## src/rtl/mem_bus_arbiter.sv

```systemverilog
// Two-requester arbiter sharing one 16-bit memory port between instruction fetch and data access.
// Optional round-robin contention policy: define MEM_ARB_ROUND_ROBIN_EN (default is data-first priority).
module mem_bus_arbiter (
  input  logic        clk,
  input  logic        reset,
  input  logic [18:0] instr_m_addr,
  input  logic        instr_m_access,
  output logic        instr_m_ack,
  output logic [15:0] instr_m_data_in,
  input  logic [18:0] data_m_addr,
  input  logic [15:0] data_m_data_out,
  input  logic        data_m_wr_en,
  input  logic [1:0]  data_m_bytesel,
  input  logic        data_m_access,
  output logic        data_m_ack,
  output logic [15:0] data_m_data_in,
  output logic [18:0] q_m_addr,
  output logic [15:0] q_m_data_out,
  output logic        q_m_wr_en,
  output logic [1:0]  q_m_bytesel,
  output logic        q_m_access,
  input  logic        q_m_ack,
  input  logic [15:0] q_m_data_in
);

  localparam int unsigned ADDR_W = 19;
  localparam int unsigned DATA_W = 16;
  localparam int unsigned BSEL_W = 2;

  localparam logic [1:0] S_IDLE    = 2'd0;
  localparam logic [1:0] S_GRANT_I = 2'd1;
  localparam logic [1:0] S_GRANT_D = 2'd2;

  localparam logic LG_I = 1'b0;
  localparam logic LG_D = 1'b1;

  logic [1:0] r_state;
  logic [1:0] w_next_state;
  logic       r_last_grant;
  logic       w_prefer_d;
  logic       w_grant_i;
  logic       w_grant_d;
  logic       w_ack_i;
  logic       w_ack_d;

  // Contention policy: who wins when both requesters are high in IDLE.
`ifdef MEM_ARB_ROUND_ROBIN_EN
  assign w_prefer_d = (r_last_grant == LG_I);
`else
  assign w_prefer_d = 1'b1;
`endif

  // State register.
  always_ff @(posedge clk or negedge reset) begin
    if (!reset) begin
      r_state <= S_IDLE;
    end else begin
      r_state <= w_next_state;
    end
  end

  // Next-state and grant-entry decode.
  always_comb begin
    w_next_state = r_state;
    w_grant_i    = 1'b0;
    w_grant_d    = 1'b0;
    case (r_state)
      S_IDLE: begin
        if (data_m_access && (!instr_m_access || w_prefer_d)) begin
          w_grant_d    = 1'b1;
          w_next_state = S_GRANT_D;
        end else if (instr_m_access) begin
          w_grant_i    = 1'b1;
          w_next_state = S_GRANT_I;
        end
      end
      S_GRANT_I, S_GRANT_D: begin
        if (q_m_ack) begin
          w_next_state = S_IDLE;
        end
      end
      default: w_next_state = S_IDLE;
    endcase
  end

  // Grant history, recorded on every grant entry.
  always_ff @(posedge clk or negedge reset) begin
    if (!reset) begin
      r_last_grant <= LG_I;
    end else if (w_grant_i) begin
      r_last_grant <= LG_I;
    end else if (w_grant_d) begin
      r_last_grant <= LG_D;
    end
  end

  // Shared-port fields: latched on grant entry, held until ack; only access drops after ack.
  always_ff @(posedge clk or negedge reset) begin
    if (!reset) begin
      q_m_addr     <= '0;
      q_m_data_out <= '0;
      q_m_wr_en    <= 1'b0;
      q_m_bytesel  <= '0;
      q_m_access   <= 1'b0;
    end else if (w_grant_i) begin
      q_m_addr     <= instr_m_addr;
      q_m_data_out <= '0;
      q_m_wr_en    <= 1'b0;
      q_m_bytesel  <= BSEL_W'(2'b11);
      q_m_access   <= 1'b1;
    end else if (w_grant_d) begin
      q_m_addr     <= data_m_addr;
      q_m_data_out <= data_m_data_out;
      q_m_wr_en    <= data_m_wr_en;
      q_m_bytesel  <= data_m_bytesel;
      q_m_access   <= 1'b1;
    end else if ((r_state != S_IDLE) && q_m_ack) begin
      q_m_access   <= 1'b0;
    end
  end

  // Ack steering is zero-latency; an ack seen in IDLE is dropped.
  assign w_ack_i = (r_state == S_GRANT_I) && q_m_ack;
  assign w_ack_d = (r_state == S_GRANT_D) && q_m_ack;

  assign instr_m_ack     = w_ack_i;
  assign data_m_ack      = w_ack_d;
  assign instr_m_data_in = w_ack_i ? q_m_data_in : DATA_W'(0);
  assign data_m_data_in  = w_ack_d ? q_m_data_in : DATA_W'(0);

  // Grant history must agree with the grant currently held.
  a_last_grant_i: assert property (@(posedge clk) disable iff (!reset)
    (r_state == S_GRANT_I) |-> (r_last_grant == LG_I));
  a_last_grant_d: assert property (@(posedge clk) disable iff (!reset)
    (r_state == S_GRANT_D) |-> (r_last_grant == LG_D));

  // Address width sanity against the port declaration.
  a_addr_w: assert property (@(posedge clk) disable iff (!reset)
    ($bits(q_m_addr) == ADDR_W));

endmodule

```

## config.mk

```make
export PLATFORM = sky130hd
export DESIGN_NAME = mem_bus_arbiter
export DESIGN_NICKNAME = d
export VERILOG_FILES = /design/src/rtl/mem_bus_arbiter.sv
export SDC_FILE = /design/constraint.sdc
export NUM_CORES = 1
export LEC_CHECK = 0
export ABC_CLOCK_PERIOD_IN_PS = 1500
export CAP_MARGIN = 10
export CORE_MARGIN = 10
export CORE_UTILIZATION = 32
export CTS_BUF_LIST = sky130_fd_sc_hd__clkbuf_8
export CTS_CLUSTER_SIZE = 24
export DETAILED_ROUTE_END_ITERATION = 16
export GPL_ROUTABILITY_DRIVEN = 0
export PLACE_DENSITY = 0.78
export SKIP_CTS_REPAIR_TIMING = 1
export SYNTH_ARGS = -nofsm -noshare
export SYNTH_HDL_FRONTEND = slang
export SYNTH_SLANG_ARGS = --single-unit
```

## constraint.sdc

```tcl
create_clock -name clk -period 1.5 [get_ports clk]
set_input_delay 0.225 -clock clk [delete_from_list [all_inputs] [get_ports clk]]
set_output_delay 0.225 -clock clk [all_outputs]
set_load 0.01 [all_outputs]
```

Word-level counts from Yosys, hierarchy flattened
Index checks and enable logic that the tools add are counted.
Word-level totals
  bits in registers: 41
  latch bits: 0
  memory bits (writable): 0
  bits in read-only memories: 0
  output and inout port bits: 73
  logic and storage cells: 41
  memories kept: 0
Cells by class
  $add $sub $neg: 0
  $mul: 0
  divide/modulo/power cells: 0
  magnitude comparators: 0
  equal/unequal tests: 4
  shifts and indexed selects: 0
  muxes and demuxes: 22
  bitwise gates (word level): 0
  reductions and logical operators: 9
Operator list (count)
  $mux 16: 4
  $mux 19: 2
  $mux 1: 10
  $mux 2: 5
  $pmux 2 s2: 1
  $reduce_bool 2->1: 2
  $logic_and 1x1->1: 3
  $ne 3x3->1 const B: 1
  $reduce_bool 3->1: 1
  $eq 2x1->1 const B: 1
  $eq 2x2->1 const B: 1
  $logic_not 2->1: 1
  $ne 2x2->1 const B: 1
  $reduce_and 2->1: 1
  $reduce_or 2->1: 1

Logic depth before layout (Yosys ltp)
  depth after elaboration: 5
  gate-level depth with buffers: 7
  gate-level depth less buffers: 5

Worst setup path after synthesis
No wires, ideal clock.
  kind: reg2reg
  start: reg r_state[0]
  end: reg q_m_addr[10]
  library setup time: 0.122 ns
  data arrival time: 1.281 ns
  data required time: 1.378 ns
  slack: 0.097 ns
  cell stages (with the launch flop): 8
  period minus slack after synthesis: 1.403 ns
  cell sequence: dfrtp_1 -> inv_1 -> ha_1 -> and3b_1 -> buf_4 -> nor2_4 -> buf_4 -> o21ai_1
Between the ends
  cells in the longest elaborated chain, start to end: 3
RTL lines
  start: declaration: RTL line 37  | logic [1:0] r_state;
  start signal: assignment: RTL line 58  | r_state <= w_next_state;
  $logic_not 2->1 (*): RTL line 67  | case (r_state)
  $mux 1: RTL line 67
  $mux 19 or $reduce_bool 2->1 (tied branches)
  end signal: assignment: RTL line 106  | q_m_addr <= instr_m_addr;
  end signal: assignment: RTL line 112  | q_m_addr <= data_m_addr;
  end: declaration: RTL line 17  | output logic [18:0] q_m_addr,
Every way passes the cells marked *; elsewhere a longest branch is shown, timed or not.
A chain may end at the register's enable or synchronous reset.

Final worst setup path
  start: reg r_state[0]
  end: out data_m_data_in[13]
Between the ends
  cells in the longest elaborated chain, start to end: 3
RTL lines
  $eq 2x2->1: RTL line 124  | assign w_ack_d = (r_state == S_GRANT_D) && q_m_ack;
  $logic_and 1x1->1: RTL line 124
  $mux 16: RTL line 129  | assign data_m_data_in = w_ack_d ? q_m_data_in : DATA_W'(0);
  end: declaration: RTL line 16  | output logic [15:0] data_m_data_in,
Every way passes these cells.

==> results.yml <==
timing:
  rsz0062_at_grt: "true"
  max_freq_mhz: 618.9
  hold_viol: 0
  setup_tns_ps: -3239
  relSlewSlack: 0.6952
  setup_ws_ps: -115.7
  clock_skew_ps: 3.186
  post-route-period-util: 1.077
  tightestPinTransition_ps: 457.2
  slew_violations: 0
  fin_hold_ws_ps: 435.3
  setup_violations: 48
  post-route-min-period_ps: 1616
status:
  violations: "negative setup slack"
  status: "finished with violations"
global_routing:
  overflow: 0
  grt_pass1_wl_mm: 12.15
  grt_max_degree: 37
  grt_pass1_vias: 2288
  grtUsageTotal: 0.1486
  antenna_found_initial: 0
logic_synthesis:
  syn-num-nets: 311
  synth_area_sq_um: 2136
  synth_seq_cells: 41
  synthDistinctLibCells: 21
  synth_area_leaders: "dfrtp_1 (48%), and3_1 (9.4%), mux2i_1 (9.4%)"
  yosys.area.top_type: "dfrtp_1"
  yosysSeqAreaShare: 0.4804
  yosysWarnings: 0
  avgSynthCellArea_sq_um: 9.327
  yosys.area.top_type_share: 0.4804
  synth_cells: 229
pwr:
  power_frac_seq: 0.290
  p_clk_frac: 0.129
  p_sw_frac: 0.3593
  comb_power_share: 0.581
  p_leak_nw: 1.932
  peakVddDrop_mv: 0.9160
  intPower_mw: 4.248
  p_switching_mw: 2.382
  powerDensity_nw_per_um2: 1693
floorplan:
  start_util: 0.3326
  rows: 29
  coreArea_sq_um: 6422
  dieArea_sq_um: 10340
  die_h_microns: 101.7
  die_w_microns: 101.7
  ioPinCount: 151
critical_path:
  cp-startpoint: "r_state[0]"
  path_depth: 5
  r2r-start: "r_state[0]"
  end_kind: "output port"
  r2r_cells: 7
  worstPathRequired_ps: 1270
  critPathMaxFanout: 17
  path_cells: "inv_2, ha_2, buf_12, and3_1, clkbuf_2"
  reg2reg_to: "q_m_addr[13]"
  start_kind: "flip-flop"
  endpoint: "data_m_data_in[13]"
  path_class: "reg -> out"
  cp_slowest_stage_delay_ps: 410
  worst_ep_arrival_time_ps: 1390
  r2r_slack_ps: -40
  cp_slowest_cell: "dfrtp_1"
  cp.buffers_inverters: 3
  crit_family: "flip-flops"
drt:
  drcViolationCount: 0
  drt_iter0_markers: 80
  vias: 2254
  ant_nets: 0
  routed_wl_mm: 8.208
  via_per_inst: 4.847
  firstDrtPassIters: 4
  wl_per_cell_microns: 17.65
finish:
  syn2layout_area_growth_pct: 83.42
  layout.cells.non_filler: 465
  diodes: 0
  num-nets-final: 470
  drive_above_1_share: 0.1985
placed_design:
  pre_cts_ws_ps: -376.3
  place_hpwl_mm: 6.364
  numPlacedInstances: 455
  io_buffers: 150
worst_hold_path:
  min_path_type: "in -> async"
cts:
  cts_tree: "yes"
  cts.htree.levels: 2
  clock_latency_ps: 290
  path_clk_slew_ps: 70
  clockRootBuffer: "clkbuf_8"
  cts_buffers: 5
  clkSinkCount: 41
  clockBufferDepth: 2
flow_run:
  maxCapViolations: 0
==> synth_stat cells (all sizes together) <==
cell,count
inv,3
mux2i,20
a21oi,19
o21ai,21
nand2,40
nand3b,2
ha,4
nand2b,2
dfrtp,41
clkbuf,9
buf,10
and3,32
and2,3
nand3,21
and3b,1
nor2,1
==> logic make-up after synthesis <==
family / share of synthesized area
AO/OA/AOI/OAI: 0.09373
adder cells (fa/ha/maj): 0.02343
buffers and inverters: 0.06385
flip-flops: 0.4804
multiplexers: 0.09373
AND/OR/NAND/NOR: 0.2449
==> power by group through the flow <==
stage	Sequential (mW)	Clock, mW	Combinational [mW]
finish	1.92	0.853	3.85
global route	2.00	0.923	4.18
CTS	1.93	0.889	3.77
detailed placement	1.95	0	3.74
global placement	1.92	0	3.67
floorplan	2.19	0	1.33
==> worst reg2reg max path, stage by stage, from the launching register on <==
cell	delay, ps
dfrtp_1	390
inv_2	60
buf_4	160
ha_4	160
nand3b_1	120
buf_12	200
mux2i_2	260
o21ai_1	80
==> flip-flops by register name (all words and copies together) (netlist names) <==
name,count
r_state,2
q_m_bytesel,2
q_m_wr_en,1
q_m_addr,19
q_m_access,1
q_m_data_out,16
==> metrics by stage <==
stage / utilization / cell area, sq um / power [mW]
after floorplan: - / 2136 / 3.519
after global placement: 0.5977 / 3839 / 5.585
after detailed placement: 0.5977 / 3839 / 5.689
after CTS: 0.6139 / 3943 / 6.583
after global routing: 0.6100 / 3918 / 7.102
final: 0.6100 / 3918 / 6.631
==> worst min path at each step <==
stage	end	slack, ps	cells past startpoint
6_report	q_m_addr[10]	440	2
5_1_grt	q_m_addr[16]	470	2
4_1_cts	q_m_addr[12]	-130	1
3_5_place_dp	q_m_addr[16]	190	1
3_3_place_gp	q_m_addr[10]	180	1
2_1_floorplan	q_m_access	-70	0
==> placed cells by master, fill, tap and decap left out, types with 3 or more instances in the layout <==
cell type and count:
buf_12 8, and3_1 29, nand3_1 21, buf_6 12
o21ai_0 6, buf_4 7, and3_4 3, o21ai_1 15
clkdlybuf4s50_1 115, clkbuf_8 5, nand2_1 40, a21oi_1 18
clkbuf_2 6, mux2i_1 19, dfrtp_1 41, buf_2 22
==> per-layer routing <==
layer / GRT usage / part of all wire / up-vias
met5: 0 / 0 / -
met4: 0.03080 / 0.0049 / 0
met3: 0.07488 / 0.12 / 4
met2: 0.2575 / 0.49 / 95
met1: 0.1596 / 0.38 / 1045
li1: - / - / 1110
==> final cells by class <==
class | count | area [sq um]
well taps | 77 | 96.34
clock inverters | 2 | 35.03
fillers | 563 | 2505
clock buffers | 5 | 68.82
flip-flops and latches | 41 | 1026
inverters | 3 | 11.26
multi-input cells | 166 | 1031
repair buffers | 171 | 1649
Power figures use the tool's default switching activity.
